File: config.mk
export PLATFORM = sky130hd
export DESIGN_NAME = alu_seq_muldiv
export DESIGN_NICKNAME = d
export VERILOG_FILES = /design/src/rtl/alu_seq_muldiv.sv
export SDC_FILE = /design/constraint.sdc
export NUM_CORES = 1
export LEC_CHECK = 0
export BUFFER_PORTS_ARGS = -buffer_cell sky130_fd_sc_hd__buf_2
export CORE_AREA = 2 2 208 210
export DETAILED_ROUTE_END_ITERATION = 12
export DIE_AREA = 0 0 210 212
export GPL_TIMING_DRIVEN = 0
export PLACE_DENSITY_LB_ADDON = 0.05
export REMOVE_ABC_BUFFERS = 1
export SLEW_MARGIN = 40
export SYNTH_ARGS = -nofsm -noshare
export SYNTH_HDL_FRONTEND = slang
export SYNTH_SLANG_ARGS = --single-unit
File: constraint.sdc
create_clock -name clk -period 5.5 [get_ports clk]
set_input_delay 0.275 -clock clk [delete_from_list [all_inputs] [get_ports clk]]
set_output_delay 0.275 -clock clk [all_outputs]
set_load 0.005 [all_outputs]
File: src/rtl/alu_seq_muldiv.sv
`default_nettype none
// ============================================================================
// Module      : alu_seq_muldiv
// Description : Execute stage behind the register bank. ADD/SUB/AND/OR/SLT
//               complete in one cycle. MUL (low word, unsigned), DIVU and REMU
//               use a 32-step shift-add / restoring-divide datapath with a
//               start/busy/done handshake. Divide by zero is single-cycle.
// Ports       : clk, rst (async, active-high)
//               start, ALUOp[2:0], op1, op2, dir_in  - request and operands
//               busy                                  - iteration in progress
//               done / wb_we                          - 1-cycle result strobe
//               result, wb_dir                        - held write-back data
// Revision    : 1.0 - initial release
// ============================================================================
module alu_seq_muldiv #(
    parameter int WIDTH  = 32,
    parameter int ADDR_W = 5
) (
    input  logic              clk,
    input  logic              rst,
    input  logic              start,
    input  logic [2:0]        ALUOp,
    input  logic [WIDTH-1:0]  op1,
    input  logic [WIDTH-1:0]  op2,
    input  logic [ADDR_W-1:0] dir_in,
    output logic              busy,
    output logic              done,
    output logic [WIDTH-1:0]  result,
    output logic [ADDR_W-1:0] wb_dir,
    output logic              wb_we
);

    localparam logic [2:0] c_OP_ADD  = 3'b000;
    localparam logic [2:0] c_OP_SUB  = 3'b001;
    localparam logic [2:0] c_OP_AND  = 3'b010;
    localparam logic [2:0] c_OP_OR   = 3'b011;
    localparam logic [2:0] c_OP_SLT  = 3'b100;
    localparam logic [2:0] c_OP_MUL  = 3'b101;
    localparam logic [2:0] c_OP_DIVU = 3'b110;
    localparam logic [2:0] c_OP_REMU = 3'b111;

    localparam logic [4:0] c_LAST_STEP = 5'd31;

    typedef enum logic [1:0] {
        IDLE = 2'd0,
        ITER = 2'd1,
        DONE = 2'd2
    } state_t;

    state_t             r_state;
    logic [2:0]         r_op;
    logic [ADDR_W-1:0]  r_dir;
    logic [4:0]         r_cnt;
    // Shared iteration registers:
    //   MUL : r_acc = partial product, r_x = multiplicand (shifts left),
    //         r_y = multiplier (shifts right)
    //   DIV : r_acc = partial remainder, r_x = dividend shifting out / quotient
    //         shifting in, r_y = divisor
    logic [WIDTH-1:0]   r_acc;
    logic [WIDTH-1:0]   r_x;
    logic [WIDTH-1:0]   r_y;

    logic               w_accept;
    logic               w_is_iter_op;
    logic               w_go_iter;
    logic [WIDTH-1:0]   w_single;
    logic [WIDTH-1:0]   w_mul_acc;
    logic [WIDTH:0]     w_rem_sh;
    logic [WIDTH:0]     w_diff;
    logic               w_fits;
    logic [WIDTH-1:0]   w_rem_next;
    logic [WIDTH-1:0]   w_quo_next;
    logic [WIDTH-1:0]   w_iter_result;

    assign w_accept     = start && !busy;
    assign w_is_iter_op = (ALUOp == c_OP_MUL) || (ALUOp == c_OP_DIVU) || (ALUOp == c_OP_REMU);
    // Divide by zero has a defined answer and skips iteration; MUL always iterates.
    assign w_go_iter    = w_is_iter_op && ((ALUOp == c_OP_MUL) || (op2 != '0));

    always_comb begin
        w_single = '0;
        case (ALUOp)
            c_OP_ADD:  w_single = op1 + op2;
            c_OP_SUB:  w_single = op1 - op2;
            c_OP_AND:  w_single = op1 & op2;
            c_OP_OR:   w_single = op1 | op2;
            c_OP_SLT:  w_single = {{(WIDTH-1){1'b0}}, ($signed(op1) < $signed(op2))};
            c_OP_DIVU: w_single = '1;
            c_OP_REMU: w_single = op1;
            default:   w_single = '0;
        endcase
    end

    // Shift-add step: the last step's sum is the final product.
    assign w_mul_acc = r_acc + (r_y[0] ? r_x : '0);

    // Restoring-divide step: bring in the next dividend bit and subtract the
    // divisor if it fits (no borrow out of the extra top bit).
    assign w_rem_sh   = {r_acc, r_x[WIDTH-1]};
    assign w_diff     = w_rem_sh - {1'b0, r_y};
    assign w_fits     = !w_diff[WIDTH];
    assign w_rem_next = w_fits ? w_diff[WIDTH-1:0] : w_rem_sh[WIDTH-1:0];
    assign w_quo_next = {r_x[WIDTH-2:0], w_fits};

    always_comb begin
        w_iter_result = '0;
        case (r_op)
            c_OP_MUL:  w_iter_result = w_mul_acc;
            c_OP_DIVU: w_iter_result = w_quo_next;
            c_OP_REMU: w_iter_result = w_rem_next;
            default:   w_iter_result = '0;
        endcase
    end

    always_ff @(posedge clk or posedge rst) begin
        if (rst) begin
            r_state <= IDLE;
            r_op    <= '0;
            r_dir   <= '0;
            r_cnt   <= '0;
            r_acc   <= '0;
            r_x     <= '0;
            r_y     <= '0;
            busy    <= 1'b0;
            done    <= 1'b0;
            wb_we   <= 1'b0;
            result  <= '0;
            wb_dir  <= '0;
        end else begin
            done  <= 1'b0;
            wb_we <= 1'b0;
            case (r_state)
                IDLE, DONE: begin
                    r_state <= IDLE;
                    if (w_accept) begin
                        r_op  <= ALUOp;
                        r_dir <= dir_in;
                        if (w_go_iter) begin
                            r_state <= ITER;
                            busy    <= 1'b1;
                            r_cnt   <= '0;
                            r_acc   <= '0;
                            r_x     <= op1;
                            r_y     <= op2;
                        end else begin
                            r_state <= DONE;
                            result  <= w_single;
                            wb_dir  <= dir_in;
                            done    <= 1'b1;
                            wb_we   <= 1'b1;
                        end
                    end
                end
                ITER: begin
                    if (r_op == c_OP_MUL) begin
                        r_acc <= w_mul_acc;
                        r_x   <= {r_x[WIDTH-2:0], 1'b0};
                        r_y   <= {1'b0, r_y[WIDTH-1:1]};
                    end else begin
                        r_acc <= w_rem_next;
                        r_x   <= w_quo_next;
                    end
                    if (r_cnt == c_LAST_STEP) begin
                        r_state <= DONE;
                        r_cnt   <= '0;
                        busy    <= 1'b0;
                        result  <= w_iter_result;
                        wb_dir  <= r_dir;
                        done    <= 1'b1;
                        wb_we   <= 1'b1;
                    end else begin
                        r_cnt <= r_cnt + 5'd1;
                    end
                end
                default: begin
                    r_state <= IDLE;
                    busy    <= 1'b0;
                end
            endcase
        end
    end

endmodule
`default_nettype wire

==> flow_metrics.tcl, run 1 <==
set metrics [dict create \
    fp.dieW_um 210 \
    critPathKind "register to register" \
    average_routed_wire_per_standard_cell_um 22.94 \
    start_util_pct 39.36 \
    finalMaxSlewViolations 0 \
    rrSetupSlack_ns 0.38 \
    final_layout_size_suffix_gt1_share_pct 12.10 \
    grt_pass1_vias 15980 \
    rr_worst_depth 18 \
    globalRouteOverflowTotal 0 \
    clk_pin_slew_worst_paths_ns 0.07 \
    grt_first_pass_wirelength_um 99190 \
    ys.flop_type "sky130_fd_sc_hd__dfrtp_1" \
    timing.critical_path.required_ns 5.80 \
    clock_skew_ns 0.01629 \
    postRouteAntennaNets 0 \
    rsz0062_at_grt "false" \
    cts_max_path_buffers 2 \
    worstHoldEndpoint "r_dir[3]" \
    power_per_cell_area_nw_per_um2 601.6 \
    hold_path_depth 2 \
    core_area_um2 42510 \
    grt_usage_pct 29.30 \
    design.final.nets 2534 \
    post-dp-hpwl_um 50820 \
    first_iter_violations 1541 \
    drc 0 \
    hold_path_class "input pin to register" \
    postSynthRegisterBits 150 \
    worst_path_most_repeated_cell "sky130_fd_sc_hd__buf_2" \
    layout_worst_path_cycle_share_pct 93.10 \
    yosysTopAreaCell "sky130_fd_sc_hd__dfrtp_1" \
    synthCells 2246 \
    numPortBuffers 114 \
    synth.top_cell.area_share_pct 22.44 \
    worst_slack_ns 0.3795 \
    crit-reg2reg-capture "result[4]" \
    final_core_area_utilization_pct 44.07 \
    final.min_clock_period_ns 5.120 \
    worstPathMaxFanout 34 \
    worst_slew_pin_slew_ns 0.8312 \
    htree_num_levels 4 \
    pre_cts_slack_ns 0.01532 \
    hold_path.startpoint "dir_in[3]" \
    drt_pass1_iterations 6 \
    cts-buffers-inserted 17 \
    hold_slack_ns 0.06523 \
    synth_area_leaders "sky130_fd_sc_hd__dfrtp_1 (22%), sky130_fd_sc_hd__ha_1 (13%), sky130_fd_sc_hd__nand2_1 (6.0%)" \
    critical_path.reg2reg.startpoint "r_y[0]" \
    clock.fmax_ghz 0.1953 \
    outcome "finished, final reports clean" \
    num_rows 76 \
    pin_count 115 \
    antenna_found_initial 2 \
    sequential_share_of_the_synthesized_area_pct 22.44 \
    synth-edff-count 0 \
    grt_start_max_net_pins 71 \
    critPathSlowestCell "sky130_fd_sc_hd__dfrtp_2" \
    cell_area_synth_um2 16730 \
    yosys_warnings 0 \
    timing.final.setup_violations 0 \
    fillerInstances 4404 \
    max-cap-violations 0 \
    start_kind "register" \
    final_common_cell "sky130_fd_sc_hd__nand2_1" \
    syn_area_per_cell_um2 7.448 \
    report.power.total_mw 11.27 \
    timing.slew.headroom_pct 44.07 \
    dieHeight_um 212 \
    worst-endpoint-arrival_ns 5.42 \
    timing.critical_path.cells "ha_1, fa_1, nand2b_1, a21oi_1, o41ai_2, o21ai_2, a21oi_1, o211ai_1, buf_2, buf_2, buf_2, buf_2, buf_2, buf_2, mux2i_1, nor2_1, a211oi_1, o221ai_1" \
    ys_types 77 \
    vdd.ir_drop.worst_mv 0.2572 \
    route.vias.total 17000 \
    finalHoldViolCount 0 \
    tritoncts "built" \
    via_per_inst 5.993 \
    timing.critical_path.to_type "register" \
    clock_tree.root_cell "sky130_fd_sc_hd__clkbuf_16" \
    clock_sinks 150 \
    critical-path-max-stage-delay_ns 0.63 \
    finalWirelength_um 65090 \
    synthArstFlopShare_pct 100.0 \
    routabilityCongestion 0.9133 \
    cellLeakagePower_nw 8.550 \
    mostFrequentLayoutCells "sky130_fd_sc_hd__nand2_1 (264), sky130_fd_sc_hd__nor2_1 (221), sky130_fd_sc_hd__a21oi_1 (194)" \
    syn_to_final_growth_pct 11.98 \
    clkLatencyLatePin_ns 0.46 \
    die-area_um2 44520 \
]
-- critical path, delay by kind of cell, from the launching register on --
family                     cells  cell delay, ns
buffers and inverters          6            1.24
AOI/OAI and AO/OA              7            1.71
muxes                          1            0.33
adders and majority gates      2            0.76
DFF                            1            0.63
and+or+nand+nor                2            0.27
-- repair_timing --
| item | in CTS | in global routing |
|---|---|---|
| hold buffers | 1 | 0 |
| resized for setup | 1 | 0 |
| setup buffers | 0 | 1 |
| pin swaps | 0 | 1 |
| setup endpoints to repair | 1 | 1 |
| hold endpoints to repair | 32 | 0 |
-- state kept, by name, summed over array words and instances, names as in the netlist --
signal / cells
r_acc: 32
r_x: 32
r_y: 32
result: 32
r_cnt: 5
r_dir: 5
wb_dir: 5
r_op: 3
r_state: 2
busy: 1
wb_we: 1
-- layout make-up --
class                   instances  area [µm²]  share of cell area, %
diodes                          2       5.005                0.02672
clock buffers                  18       429.2                  2.291
clock inverters                14       247.7                  1.322
inverters                     150       575.6                  3.072
multi-input cells            1807       12020                  64.17
flip-flops and latches        150        3756                  20.05
well taps                     546       683.2                  3.647
repair buffers                150        1015                  5.417
-- metrics by stage --
stage          TNS (ns)  instances  area, µm²
6_report              0       2837      18730
4_1_cts               0       2834      18710
3_5_place_dp          0       2801      18010
3_3_place_gp    -394.03       2767      17450
2_1_floorplan         0       2107      16190
5_1_grt               0       2837      18730
-- cell families (layout without fill, tap and decap cells) --
| group | after synthesis | count (layout) | share of synthesized area (%) |
|---|---|---|---|
| AO/OA/AOI/OAI | 747 | 747 | 29.24 |
| AND/OR/NAND/NOR | 746 | 746 | 20.20 |
| buffers and inverters | 289 | 332 | 6.559 |
| adder cells (fa/ha/maj) | 183 | 183 | 13.87 |
| flip-flops | 150 | 150 | 22.44 |
| multiplexers | 72 | 72 | 4.607 |
| XOR/XNOR | 59 | 59 | 3.089 |
| other | 0 | 2 | 0 |
-- where the power goes --
part | switching (mW) | internal, mW | leakage (nW) | total, mW
Combinational | 4.62 | 2.93 | 6.49 | 7.54
Sequential | 0.702 | 1.63 | 1.73 | 2.33
Clock | 0.536 | 0.858 | 0.327 | 1.39
-- cell usage after synthesis (7+ instances only) --
master	instances
sky130_fd_sc_hd__dfrtp_1	150
sky130_fd_sc_hd__a21o_1	39
sky130_fd_sc_hd__a211oi_1	24
sky130_fd_sc_hd__nor3b_1	9
sky130_fd_sc_hd__xnor2_1	34
sky130_fd_sc_hd__a221o_1	11
sky130_fd_sc_hd__nor3_1	51
sky130_fd_sc_hd__nor2_1	223
sky130_fd_sc_hd__a31oi_1	92
sky130_fd_sc_hd__o21bai_1	26
sky130_fd_sc_hd__a22oi_1	15
sky130_fd_sc_hd__inv_1	149
sky130_fd_sc_hd__nand3_1	39
sky130_fd_sc_hd__mux2i_1	32
sky130_fd_sc_hd__o221ai_1	8
sky130_fd_sc_hd__ha_1	179
sky130_fd_sc_hd__o22ai_1	11
sky130_fd_sc_hd__a22o_1	12
sky130_fd_sc_hd__o211ai_1	33
sky130_fd_sc_hd__or2_2	10
sky130_fd_sc_hd__nand4_1	18
sky130_fd_sc_hd__or3_1	8
sky130_fd_sc_hd__buf_1	12
sky130_fd_sc_hd__o31ai_1	20
sky130_fd_sc_hd__clkbuf_1	124
sky130_fd_sc_hd__nor2b_1	15
sky130_fd_sc_hd__and2_1	46
sky130_fd_sc_hd__o31a_1	7
sky130_fd_sc_hd__o21a_1	18
sky130_fd_sc_hd__nand2b_1	18
sky130_fd_sc_hd__nor4_1	13
sky130_fd_sc_hd__and3_1	11
sky130_fd_sc_hd__a221oi_1	14
sky130_fd_sc_hd__o21ai_0	131
sky130_fd_sc_hd__mux2_2	40
sky130_fd_sc_hd__a21oi_1	195
sky130_fd_sc_hd__o311ai_0	13
sky130_fd_sc_hd__nand2_1	267
sky130_fd_sc_hd__xor2_1	25
-- worst max-delay path by stage --
stage	startpoint	end	slack (ns)	cells after the start
6_report	r_y[0]	result[4]	0.38	18
5_1_grt	r_y[0]	result[4]	0.05	18
4_1_cts	r_y[0]	result[4]	0.11	18
3_5_place_dp	r_y[0]	result[4]	0.02	18
3_3_place_gp	r_state[0]	result[5]	-2.95	5
2_1_floorplan	r_y[0]	result[20]	0.06	12
-- layer usage --
metal / track usage [%] / up-vias / part of all wire (%)
met5: 0 / - / 0
met4: 8.046 / 0 / 2.0
met3: 3.693 / 66 / 5.9
met2: 43.95 / 555 / 42
met1: 43.93 / 8212 / 50
li1: - / 8169 / -
Note: power is estimated with default switching activity, not from simulation.
==> run 2: changes to the inputs <==
==> constraint.sdc (replaced) <==
create_clock -name clk -period 4.5 [get_ports clk]
set_input_delay 0.225 -clock clk [delete_from_list [all_inputs] [get_ports clk]]
set_output_delay 0.225 -clock clk [all_outputs]
set_load 0.005 [all_outputs]
==> flow_metrics.tcl, run 2 (synthesized netlist as in run 1, its figures left out) <==
set metrics [dict create \
    outcome "finished, final reports clean" \
    postRouteAntennaNets 0 \
    finalMaxSlewViolations 0 \
    layout_worst_path_cycle_share_pct 94.27 \
    dp.cells 2801 \
    antenna_found_initial 2 \
    grt_pass1_vias 16030 \
    route.vias.total 17080 \
    power_per_cell_area_nw_per_um2 736.7 \
    die-area_um2 44520 \
    rr_worst_depth 14 \
    first_iter_violations 1613 \
    final.min_clock_period_ns 4.242 \
    rsz0062_at_grt "false" \
    dieHeight_um 212 \
    timing.critical_path.to_type "register" \
    core_area_um2 42510 \
    start_kind "register" \
    vdd.ir_drop.worst_mv 0.3163 \
    clock_tree.root_cell "sky130_fd_sc_hd__clkbuf_16" \
    fillerInstances 4399 \
    grt_usage_pct 29.38 \
    drc 0 \
    max-cap-violations 0 \
    grt_start_max_net_pins 71 \
    worstHoldEndpoint "r_dir[0]" \
    routabilityCongestion 0.9133 \
    timing.final.setup_violations 0 \
    cts_max_path_buffers 2 \
    post-dp-hpwl_um 50820 \
    start_util_pct 39.36 \
    via_per_inst 6.017 \
    critPathKind "register to register" \
    globalRouteOverflowTotal 0 \
    worstPathMaxFanout 28 \
    path_delay_family "compound AO/OA/AOI/OAI gates" \
    timing.slew.headroom_pct 43.78 \
    seqCellArea_um2 3760 \
    crit-reg2reg-capture "result[20]" \
    worstPathBufferInverterCount 2 \
    tritoncts "built" \
    numPortBuffers 114 \
    design.final.nets 2536 \
    final_layout_size_suffix_gt1_share_pct 12.44 \
    rrSetupSlack_ns 0.26 \
    clock_skew_ns 0.01701 \
    finalHoldViolCount 0 \
    finalWirelength_um 65280 \
    final_core_area_utilization_pct 44.32 \
    mostFrequentLayoutCells "sky130_fd_sc_hd__nand2_1 (264), sky130_fd_sc_hd__nor2_1 (221), sky130_fd_sc_hd__a21oi_1 (193)" \
    hold_path_class "input pin to register" \
    clock.fmax_ghz 0.2357 \
    timing.critical_path.cells "ha_1, fa_1, nand2b_1, a21oi_4, o41ai_4, o21ai_2, a21oi_1, o211ai_1, buf_2, buf_4, mux2_2, a21oi_1, mux2i_1, a221o_1" \
    cellLeakagePower_nw 8.575 \
    num_rows 76 \
    clkLatencyLatePin_ns 0.46 \
    finish.cell_count_without_fillers 2839 \
    syn_to_final_growth_pct 12.62 \
    final_common_cell "sky130_fd_sc_hd__nand2_1" \
    clk_pin_slew_worst_paths_ns 0.07 \
    worst_path_most_repeated_cell "sky130_fd_sc_hd__a21oi_1" \
    average_routed_wire_per_standard_cell_um 22.99 \
    htree_num_levels 4 \
    hold_path.startpoint "dir_in[0]" \
    timing.critical_path.required_ns 4.85 \
    fp.dieW_um 210 \
    hold_path_depth 2 \
    grt_first_pass_wirelength_um 99460 \
    worst_slew_pin_slew_ns 0.8327 \
    critPathSlowestCell "sky130_fd_sc_hd__dfrtp_4" \
    critical_path.reg2reg.startpoint "r_y[0]" \
    clock_sinks 150 \
    multi_input_area_um2 12080 \
    pin_count 115 \
    critical-path-max-stage-delay_ns 0.57 \
    drt_pass1_iterations 5 \
    worst-endpoint-arrival_ns 4.59 \
    cts-buffers-inserted 17 \
]
[run 2: changes by cell type in the layout (fill, tap and decap cells not counted), sizes merged]
cell	previous run	this run
dlygate4sd3	1	3
[run 2: area by class of cell]
| type | count | area share (%) |
|---|---|---|
| timing repair buffer | 152 | 5.599 |
| tap | 546 | 3.626 |
| multi-input combinational | 1807 | 64.14 |
| clock buffer | 18 | 2.278 |
| sequential | 150 | 19.96 |
| antenna | 2 | 0.02657 |
| inverter | 150 | 3.055 |
| clock inverter | 14 | 1.315 |
[run 2: what timing repair did]
item                                   4_1_cts  5_1_grt
gates resized for setup                     12        5
setup endpoints to repair                   45        9
endpoints found under the hold margin       34        0
pin swaps                                    2        1
hold buffers                                 3        0
buffers inserted                             4        0
cloned                                       0        0
[run 2: metal layers]
layer | vias up | track usage, % | part of all wire [%]
li1 | 8174 | - | -
met1 | 8228 | 43.94 | 49
met2 | 611 | 44.19 | 42
met3 | 68 | 3.663 | 6.3
met4 | 0 | 8.168 | 2.1
met5 | - | 0 | 0
[run 2: worst max path at each step]
| stage | endpoint | cells past startpoint | start | slack (ns) |
|---|---|---|---|---|
| floorplan | result[20] | 12 | r_y[0] | -0.94 |
| global placement | result[5] | 5 | r_state[0] | -3.95 |
| detailed placement | result[4] | 18 | r_y[0] | -0.98 |
| CTS | result[4] | 17 | r_y[0] | 0.07 |
| global route | result[27] | 12 | r_y[0] | 0.10 |
| finish | result[20] | 14 | r_y[0] | 0.26 |
[run 2: stage by stage]
stage	setup WS, ns	TNS (ns)	instance area (µm²)	total power [mW]	hold slack [ns]
5_1_grt	0.1011	0	18840	15.04	0.01653
2_1_floorplan	-0.9372	-48.60	16190	8.832	0.3635
4_1_cts	0.06980	0	18810	13.74	0.004722
6_report	0.2579	0	18840	13.88	0.01722
3_5_place_dp	-0.9847	-17.16	18010	11.85	0.2032
3_3_place_gp	-3.950	-646.62	17450	11.59	0.4719
[run 2: power breakdown]
part / switching (mW) / leakage [nW] / internal (mW) / total, mW
combinational: 5.70 / 6.52 / 3.63 / 9.33
clock: 0.658 / 0.327 / 1.05 / 1.71
sequential: 0.843 / 1.73 / 2.00 / 2.84
==> run 3: changes to the inputs <==
--- a/config.mk
+++ b/config.mk
@@ -6,9 +6,9 @@
 export NUM_CORES = 1
 export LEC_CHECK = 0
 export BUFFER_PORTS_ARGS = -buffer_cell sky130_fd_sc_hd__buf_2
-export CORE_AREA = 2 2 208 210
+export CORE_AREA = 2 2 175 177
 export DETAILED_ROUTE_END_ITERATION = 12
-export DIE_AREA = 0 0 210 212
+export DIE_AREA = 0 0 177 179
 export GPL_TIMING_DRIVEN = 0
 export PLACE_DENSITY_LB_ADDON = 0.05
 export REMOVE_ABC_BUFFERS = 1
==> flow_metrics.tcl, run 3 (synthesized netlist as in run 1, its figures left out) <==
set metrics [dict create \
    dieHeight_um 179 \
    worst_path_most_repeated_cell "sky130_fd_sc_hd__o31ai_1" \
    cts-buffers-inserted 17 \
    outcome "finished, final reports clean" \
    rsz0062_at_grt "false" \
    finish.cell_count_without_fillers 2683 \
    finalWirelength_um 60470 \
    critical_path.reg2reg.startpoint "r_y[0]" \
    worstPathBufferInverterCount 2 \
    p_sw_share_pct 52.47 \
    hold_path.startpoint "dir_in[2]" \
    finalHoldViolCount 0 \
    seqCellArea_um2 3760 \
    timing.slew.headroom_pct 40.71 \
    start_util_pct 55.71 \
    power_frac_comb_pct 68.5 \
    num_rows 64 \
    final_common_cell "sky130_fd_sc_hd__nand2_1" \
    via_per_inst 6.562 \
    numPortBuffers 114 \
    clock_tree.root_cell "sky130_fd_sc_hd__clkbuf_16" \
    grt_pass1_vias 15720 \
    power_per_cell_area_nw_per_um2 730.3 \
    first_iter_violations 2069 \
    clock_sinks 150 \
    start_kind "input pin" \
    pre_cts_slack_ns -0.9463 \
    final_core_area_utilization_pct 61.46 \
    worstPathMaxFanout 11 \
    path_delay_family "compound AO/OA/AOI/OAI gates" \
    grt_first_pass_wirelength_um 92130 \
    grt_usage_pct 37.90 \
    vdd.ir_drop.worst_mv 0.3247 \
    timing.critical_path.cells "buf_2, inv_1, ha_1, or3b_2, and2_1, a311oi_1, o31ai_1, o211a_1, o31a_1, o31ai_1, a21oi_1, o211ai_1, nand4_1" \
    fillerInstances 2781 \
    die-area_um2 31680 \
    seq_power_share_pct 20.9 \
    clkLatencyLatePin_ns 0.45 \
    worst-endpoint-arrival_ns 4.64 \
    critPathSlowestCell "sky130_fd_sc_hd__o31ai_1" \
    htree_num_levels 4 \
    clk_pin_slew_worst_paths_ns 0.07 \
    cts_max_path_buffers 2 \
    mostFrequentLayoutCells "sky130_fd_sc_hd__nand2_1 (264), sky130_fd_sc_hd__nor2_1 (221), sky130_fd_sc_hd__a21oi_1 (194)" \
    route.vias.total 17610 \
    tritoncts "built" \
    clock_skew_ns 0.01385 \
    worst_slack_ns 0.1587 \
    critPathKind "input pin to register" \
    worst_slew_pin_slew_ns 0.8894 \
    drc 0 \
    setup.worst_path.start "op2[4]" \
    timing.final.setup_violations 0 \
    p_switching_mw 7.072 \
    finalMaxSlewViolations 0 \
    syn_to_final_growth_pct 10.32 \
    post-dp-hpwl_um 46140 \
    core_area_um2 30030 \
    average_routed_wire_per_standard_cell_um 22.54 \
    design.final.nets 2531 \
    timing.critical_path.to_type "register" \
    power.share.clock_pct 10.6 \
    postRouteAntennaNets 0 \
    cellLeakagePower_nw 8.499 \
    max-cap-violations 0 \
    hold_path_class "input pin to register" \
    routabilityCongestion 0.9601 \
    grt_start_max_net_pins 71 \
    clock.fmax_ghz 0.2303 \
    critical-path-max-stage-delay_ns 0.73 \
    layout_worst_path_cycle_share_pct 96.47 \
    pin_count 115 \
    antenna_found_initial 2 \
    globalRouteOverflowTotal 0 \
    multi_input_area_um2 12050 \
    fp.dieW_um 177 \
    final.min_clock_period_ns 4.341 \
    final_layout_size_suffix_gt1_share_pct 12.03 \
    timing.critical_path.required_ns 4.80 \
    dp.cells 2647 \
    drt_pass1_iterations 6 \
    power.internal_mw 6.405 \
]
==> run 3: cell count changes in the layout (fill, tap and decap cells not counted), sizes merged <==
cell           previous run  this run
clkdlybuf4s18             1         0
dlygate4sd3               3         1
clkbuf                   18        19
inv                     152       153
diode                     2         1
clkinv                    5         7
clkinvlp                  1         2
buf                     148       146
bufinv                    6         1
==> run 3: power by group through the flow <==
stage	clock network, mW	logic [mW]	registers [mW]
3_3_place_gp	0	8.46	2.78
3_5_place_dp	0	8.83	2.80
6_report	1.43	9.23	2.81
2_1_floorplan	0	6.35	2.48
4_1_cts	1.44	8.99	2.77
5_1_grt	1.49	10.1	2.87
==> run 3: repair_timing <==
item | 4_1_cts | 5_1_grt
hold buffers | 1 | 0
pin swaps | 3 | 1
endpoints found under the setup margin | 43 | 7
setup buffers | 5 | 0
hold endpoints to repair | 38 | 0
gates resized for setup | 10 | 4
==> run 3: layout make-up <==
cell class                      instances  area share [%]
Clock buffer                           19           2.400
Inverter                              150           3.098
Sequential cell                       150           20.37
Multi-Input combinational cell       1807           65.28
Timing Repair Buffer                  147           5.492
Antenna cell                            1         0.01356
Clock inverter                         13          0.6576
Tap cell                              396           2.685
==> run 3: stage by stage <==
stage                     hold slack (ns)  TNS [ns]  power, mW  cell area [µm²]
after floorplan                    0.3635    -48.60      8.832            16190
after global placement             0.4700   -577.19      11.24            17260
final                             0.02793         0      13.48            18460
after global routing              0.03159         0      14.48            18460
after CTS                         0.01253         0      13.20            18440
after detailed placement           0.2252    -16.79      11.63            17790
==> run 3: final timing paths <==
check / end / slack [ns] / depth (start not counted)
max in group asynchronous: result[5] / 3.25 / 5
setup reg to reg: result[2] / 0.21 / 16
setup / recovery: result[0] / 0.16 / 13
hold reg to reg: result[11] / 0.51 / 1
min in group asynchronous: r_cnt[3] / 0.30 / 3
hold / removal: r_dir[2] / 0.03 / 2
==> run 3: worst register-to-register path: cells and delay by family (launching register included) <==
kind | cells | cell delay, ns
flops | 1 | 0.54
fa+ha+maj | 2 | 0.51
simple gates | 1 | 0.20
buf+inv | 5 | 1.04
compound gates | 8 | 1.87
==> run 3: per-layer routing <==
layer / track usage, % / share of wire, % / up-vias
li1: - / - / 8160
met1: 57.18 / 45 / 8449
met2: 55.58 / 42 / 910
met3: 6.170 / 10 / 85
met4: 9.986 / 2.2 / 2
met5: 0 / 0.021 / -
